$ cat src/rtl/muldiv_pkg.sv
// Shared encodings for the sequential multiply/divide unit: operation codes,
// FSM states and the raw-opcode decode used when an operation is accepted.
package muldiv_pkg;

    typedef enum logic [1:0] {
        OP_MUL = 2'b00,
        OP_DIV = 2'b01,
        OP_MOD = 2'b10,
        OP_RSV = 2'b11
    } op_e;

    typedef enum logic [1:0] {
        S_IDLE = 2'b00,
        S_ITER = 2'b01,
        S_FIX  = 2'b10,
        S_DONE = 2'b11
    } state_e;

    // The reserved encoding executes as a multiply, so it is folded here.
    function automatic op_e decode_op(input logic [1:0] raw);
        case (raw)
            2'b01:   decode_op = OP_DIV;
            2'b10:   decode_op = OP_MOD;
            default: decode_op = OP_MUL;
        endcase
    endfunction

endpackage

$ cat src/rtl/muldiv_step.sv
// One iteration of the magnitude datapath: a shift-add step for multiply or a
// restoring shift-subtract step for divide, MSB first.
module muldiv_step #(
    parameter int WIDTH = 32
) (
    input  logic [WIDTH:0] acc_i,
    input  logic [WIDTH:0] operand_i,
    input  logic           bit_i,
    input  logic           div_mode_i,
    output logic [WIDTH:0] acc_o,
    output logic           bit_o
);

    logic [WIDTH+1:0] shifted;
    logic [WIDTH:0]   addend;
    logic [WIDTH+1:0] sum;
    logic [WIDTH+1:0] diff;
    logic             no_borrow;

    // Divide shifts the next dividend bit in; multiply doubles the partial product.
    assign shifted   = {acc_i, div_mode_i ? bit_i : 1'b0};
    assign addend    = bit_i ? operand_i : '0;
    assign sum       = shifted + {1'b0, addend};
    assign diff      = shifted - {1'b0, operand_i};
    assign no_borrow = ~diff[WIDTH+1];

    always_comb begin
        acc_o = sum[WIDTH:0];
        bit_o = sum[WIDTH+1];
        if (div_mode_i) begin
            acc_o = no_borrow ? diff[WIDTH:0] : shifted[WIDTH:0];
            bit_o = no_borrow;
        end
    end

endmodule

$ cat src/rtl/seq_muldiv.sv
// Iterative signed MUL/DIV/MOD unit: works on operand magnitudes for WIDTH
// cycles, then applies signs and divide-by-zero rules in a single fix-up cycle.
module seq_muldiv
    import muldiv_pkg::*;
#(
    parameter int WIDTH = 32
) (
    input  logic             clk,
    input  logic             rst,
    input  logic             start,
    input  logic [1:0]       op,
    input  logic [WIDTH-1:0] a,
    input  logic [WIDTH-1:0] b,
    output logic             busy,
    output logic             done,
    output logic [WIDTH-1:0] result,
    output logic             div0
);

    localparam int CW = $clog2(WIDTH);

    state_e           state_q,  state_d;
    op_e              op_q,     op_d;
    logic [CW-1:0]    cnt_q,    cnt_d;
    logic [WIDTH:0]   a_mag_q,  a_mag_d;
    logic [WIDTH:0]   b_mag_q,  b_mag_d;
    logic [WIDTH:0]   acc_q,    acc_d;
    logic [WIDTH-1:0] quo_q,    quo_d;
    logic [WIDTH-1:0] result_q, result_d;
    logic             sign_a_q, sign_a_d;
    logic             sign_b_q, sign_b_d;
    logic             div0_q,   div0_d;

    // One extra bit keeps |MIN| representable as a positive number.
    logic [WIDTH:0]   a_ext, b_ext, a_abs, b_abs;
    assign a_ext = {a[WIDTH-1], a};
    assign b_ext = {b[WIDTH-1], b};
    assign a_abs = a[WIDTH-1] ? -a_ext : a_ext;
    assign b_abs = b[WIDTH-1] ? -b_ext : b_ext;

    logic             step_div;
    logic [WIDTH-1:0] a_low, b_low;
    logic             step_bit_in;
    logic [WIDTH:0]   step_operand;
    logic [WIDTH:0]   step_acc;
    logic             step_bit;

    assign step_div     = (op_q != OP_MUL);
    assign a_low        = a_mag_q[WIDTH-1:0];
    assign b_low        = b_mag_q[WIDTH-1:0];
    assign step_bit_in  = step_div ? a_low[cnt_q] : b_low[cnt_q];
    assign step_operand = step_div ? b_mag_q : a_mag_q;

    muldiv_step #(
        .WIDTH(WIDTH)
    ) u_step (
        .acc_i      (acc_q),
        .operand_i  (step_operand),
        .bit_i      (step_bit_in),
        .div_mode_i (step_div),
        .acc_o      (step_acc),
        .bit_o      (step_bit)
    );

    logic             negate;
    logic             b_zero;
    logic [WIDTH-1:0] low_acc;
    logic [WIDTH-1:0] a_back;
    logic [WIDTH-1:0] fix_result;

    assign negate  = sign_a_q ^ sign_b_q;
    assign b_zero  = (b_mag_q == '0);
    assign low_acc = acc_q[WIDTH-1:0];
    assign a_back  = sign_a_q ? -a_low : a_low;

    // Remainder follows the dividend's sign; quotient and product follow sign(a)^sign(b).
    always_comb begin
        case (op_q)
            OP_DIV:  fix_result = b_zero ? '1 : (negate ? -quo_q : quo_q);
            OP_MOD:  fix_result = b_zero ? a_back : (sign_a_q ? -low_acc : low_acc);
            default: fix_result = negate ? -low_acc : low_acc;
        endcase
    end

    always_comb begin
        state_d  = state_q;
        op_d     = op_q;
        cnt_d    = cnt_q;
        a_mag_d  = a_mag_q;
        b_mag_d  = b_mag_q;
        acc_d    = acc_q;
        quo_d    = quo_q;
        result_d = result_q;
        sign_a_d = sign_a_q;
        sign_b_d = sign_b_q;
        div0_d   = div0_q;
        case (state_q)
            S_IDLE, S_DONE: begin
                state_d = S_IDLE;
                if (start) begin
                    state_d  = S_ITER;
                    op_d     = decode_op(op);
                    cnt_d    = CW'(WIDTH - 1);
                    a_mag_d  = a_abs;
                    b_mag_d  = b_abs;
                    sign_a_d = a[WIDTH-1];
                    sign_b_d = b[WIDTH-1];
                    acc_d    = '0;
                    quo_d    = '0;
                    div0_d   = 1'b0;
                end
            end
            S_ITER: begin
                acc_d = step_acc;
                if (step_div) begin
                    quo_d = {quo_q[WIDTH-2:0], step_bit};
                end
                if (cnt_q == '0) begin
                    state_d = S_FIX;
                end else begin
                    cnt_d = cnt_q - CW'(1);
                end
            end
            S_FIX: begin
                result_d = fix_result;
                div0_d   = step_div && b_zero;
                state_d  = S_DONE;
            end
            default: state_d = S_IDLE;
        endcase
    end

    always_ff @(posedge clk) begin
        if (rst) begin
            state_q  <= S_IDLE;
            op_q     <= OP_MUL;
            cnt_q    <= '0;
            a_mag_q  <= '0;
            b_mag_q  <= '0;
            acc_q    <= '0;
            quo_q    <= '0;
            result_q <= '0;
            sign_a_q <= 1'b0;
            sign_b_q <= 1'b0;
            div0_q   <= 1'b0;
        end else begin
            state_q  <= state_d;
            op_q     <= op_d;
            cnt_q    <= cnt_d;
            a_mag_q  <= a_mag_d;
            b_mag_q  <= b_mag_d;
            acc_q    <= acc_d;
            quo_q    <= quo_d;
            result_q <= result_d;
            sign_a_q <= sign_a_d;
            sign_b_q <= sign_b_d;
            div0_q   <= div0_d;
        end
    end

    assign busy   = (state_q == S_ITER) || (state_q == S_FIX);
    assign done   = (state_q == S_DONE);
    assign result = result_q;
    assign div0   = div0_q;

endmodule

$ cat config.mk
export PLATFORM = sky130hd
export DESIGN_NAME = seq_muldiv
export DESIGN_NICKNAME = d
export VERILOG_FILES = /design/src/rtl/muldiv_pkg.sv /design/src/rtl/muldiv_step.sv /design/src/rtl/seq_muldiv.sv
export SDC_FILE = /design/constraint.sdc
export NUM_CORES = 1
export LEC_CHECK = 0
export ABC_CLOCK_PERIOD_IN_PS = 5150
export BUFFER_PORTS_ARGS = -buffer_cell sky130_fd_sc_hd__buf_2
export CELL_PAD_IN_SITES_DETAIL_PLACEMENT = 1
export CELL_PAD_IN_SITES_GLOBAL_PLACEMENT = 1
export CORE_UTILIZATION = 40
export DETAILED_ROUTE_END_ITERATION = 10
export PLACE_DENSITY = 0.72
export REMOVE_ABC_BUFFERS = 1
export SLEW_MARGIN = 20
export SYNTH_ARGS = -nofsm -noshare
export SYNTH_HDL_FRONTEND = slang
export SYNTH_SLANG_ARGS = --single-unit
$ cat constraint.sdc
create_clock -name clk -period 5.15 [get_ports clk]
set_input_delay 0.7725 -clock clk [delete_from_list [all_inputs] [get_ports clk]]
set_output_delay 0.7725 -clock clk [all_outputs]
set_load 0.02 [all_outputs]
==> qor.txt <==
H-tree depth: 4
Tmin final: 4.86 ns
type of the worst setup path: register to register
drt pass-1 iters: 7
synth cell count leaders: 239 x nor2_1, 175 x dfxtp_1, 156 x nand2_1, 141 x o21ai_0, 136 x clkbuf_1
drt drc: 0
largest net degree at the start of global routing: 104
CTS max path bufs: 2
period utilisation layout: 0.944
Placed Area: 0.0169 sq mm
first-pass GRT wire length: 91800 microns
Lkg Pwr: 7.22 nW
CP Launch Type: register
global route total overflow: 0
CP Capture Type: register
clock sinks: 175
clk_skew: 0.0156 ns
Gate Count Post-Synth: 2065
Final Core Density: 0.456
IO buf count: 103
vias per cell: 6.08
maxcap violations: 0
Hold Crit Endpoint: result[24]
Worst Hold Class: register to register
setup violators final: 0
FMAX: 0.206 GHz
Antenna diodes: 0
final WL: 58300 microns
layout cell share with drive strength beyond 1: 0.129
Placer Congestion: 0.980
number of I/O pins: 104
initial antenna violation count: 0
status: completed
synthesis-stage register bit count: 175
detailed placement HPWL: 45300 microns
row count: 72
fill count: 4840
cell taking the most area after synthesis: dfxtp_1
die width: 200 microns
gr usage total: 0.290
Power Dens Cells: 419 mW/mm^2
Synth area leaders: dfxtp_1 22%, xor2_1 6.6%, ha_1 6.2%
Routed WL per cell: 22.1 microns
CTS tree: done
post-synth top area share: 0.223
root buf cell: clkbuf_16
GR Layer Usage met1: 0.387
Avg Inst Size Synth: 7.61 sq um
Clock Latency Late Sink: 0.49 ns
leading cell type by number of instances after synthesis: nor2_1
synth warn: 0
Worst-Margin Slew: 1.05 ns
vias in the first global route: 16.1k
final instance area: 0.0177 sq mm
worst vdd ir: 279 uV
Top FF cell, synth: dfxtp_1
worst min-delay path startpoint: result[24]
reg-to-reg slack, setup: 0.29 ns
register area share after synthesis: 0.223
Worst Path Arrival: 5.21 ns
GR peak layer: met2
Die H: 200 microns
max_slew headroom: 0.282
Slew Limit Fails: 0
Critical Path Fanout Max: 16
worst r2r src: cnt_q[0]
initial core utilization: 0.406
DR vias: 16.1k
Clock Pin Slew Worst Setup and Hold Paths: 0.08 ns
nets@finish: 2261
synth-to-layout area growth: 12.4%
Die Area: 0.0401 sq mm
met3 Use GR: 0.0296
grt met2 use: 0.478
r2r worst-path depth: 20
Mapped Area: 0.0157 sq mm
total CTS buffers: 17
Worst EP required: 5.50 ns
DRT iter0 DRCs: 862
final hold vios: 0
Synth async-reset ratio: 0
RSZ-0062 raised after global routing: false
EDFF count, synth: 0
DRT antenna net count: 0
hold-critical path depth: 2
core area: 0.0387 sq mm
reg2reg end: acc_q[29]
synth unique cells: 79
[cell families (layout without fill, tap and decap cells)]
kind of cell | after synthesis | in the layout | share of synthesized area
fa+ha+maj | 80 | 80 | 0.0647
flops | 175 | 175 | 0.223
mux | 92 | 92 | 0.0678
simple gates | 647 | 647 | 0.197
xor+xnor | 223 | 223 | 0.124
buf+inv | 203 | 263 | 0.0489
compound gates | 645 | 645 | 0.274
[sequential cells by signal, summed over array words and instances, names as in the netlist]
signal    count
a_mag_q      33
acc_q        33
b_mag_q      33
cnt_q         5
div0          1
op_q          2
quo_q        32
result       32
sign_a_q      1
sign_b_q      1
state_q       2
[stage by stage]
stage	hold WS, ns	total power, mW	setup WS (ns)	TNS [ns]	std cells
2_1_floorplan	0.443	4.42	-1.70	-54.69	1908
3_3_place_gp	0.447	5.83	0.0442	0	2603
3_5_place_dp	0.454	5.92	-0.128	-0.351	2603
4_1_cts	0.465	7.32	0.0258	0	2635
5_1_grt	0.496	7.85	0.0490	0	2643
6_report	0.464	7.41	0.288	0	2643
[report_power, final]
group          internal [mW]  switching [mW]
combinational           1.56            2.56
sequential              1.58           0.315
clock                  0.740           0.652
total                   3.88            3.53
[how the worst max path moves through the flow]
stage,start,end
final,cnt_q[0],acc_q[29]
after global routing,cnt_q[0],acc_q[27]
after CTS,cnt_q[0],acc_q[29]
after detailed placement,cnt_q[1],acc_q[29]
after global placement,cnt_q[1],acc_q[29]
after floorplan,b_mag_q[16],result[1]
[worst max-delay path, cell delays in order (launching register included)]
cell and delay (ns):
dfxtp_2 0.36, buf_12 0.16, mux4_2 0.51, mux2_2 0.28, nand3_1 0.09, nand4_1 0.15, a21oi_2 0.21, buf_12 0.15
buf_6 0.16, nor2_1 0.07, ha_2 0.40, and3_1 0.22, nand2_1 0.07, or3_1 0.37, o32a_1 0.20, a41o_2 0.34
a2111oi_4 0.37, buf_4 0.19, a21oi_1 0.06, a311oi_1 0.23, a31oi_1 0.11
[metal layers]
| layer | wire length, microns | up-vias |
|---|---|---|
| met5 | 0 | - |
| met4 | 1860 | 0 |
| met3 | 2600 | 85 |
| met2 | 27000 | 397 |
| met1 | 26800 | 7881 |
| li1 | - | 7710 |
[cell usage in the layout, fill, tap and decap left out, types with 21 or more instances in the layout]
cell type  Yosys  layout
ha_1          78      74
xnor2_1      104     103
or3_1         37      37
buf_4          0      78
dfxtp_1      175     172
xor2_1       119     118
a31oi_1       27      27
nor3_1        30      30
nor4_1        22      21
buf_2          5     102
a21oi_1      120     119
nand2_1      156     156
nand3_1       30      29
inv_1         45      45
a22oi_1       47      47
o31ai_1       50      50
a21o_1        33      33
a211oi_1      76      76
nor2_1       239     236
o21ai_0      141     139
o211ai_1      25      25
mux2i_1       76      76
[final cells by class]
type | count | area, sq um | share of cell area
Tap cell | 518 | 648 | 0.0367
Timing Repair Buffer | 185 | 1190 | 0.0672
Inverter | 46 | 173 | 0.00977
Clock inverter | 13 | 154 | 0.00871
Clock buffer | 19 | 443 | 0.0251
Sequential cell | 175 | 3510 | 0.199
Multi-Input combinational cell | 1687 | 11600 | 0.654
[what timing repair did]
action / in CTS / in global routing
buffers inserted: 0 / 8
endpoints found under the setup margin: 3 / 6
hold buffers: 0 / 0
pin swaps: 0 / 1
gates resized for setup: 2 / 14
(Power assumes the default switching activity.)
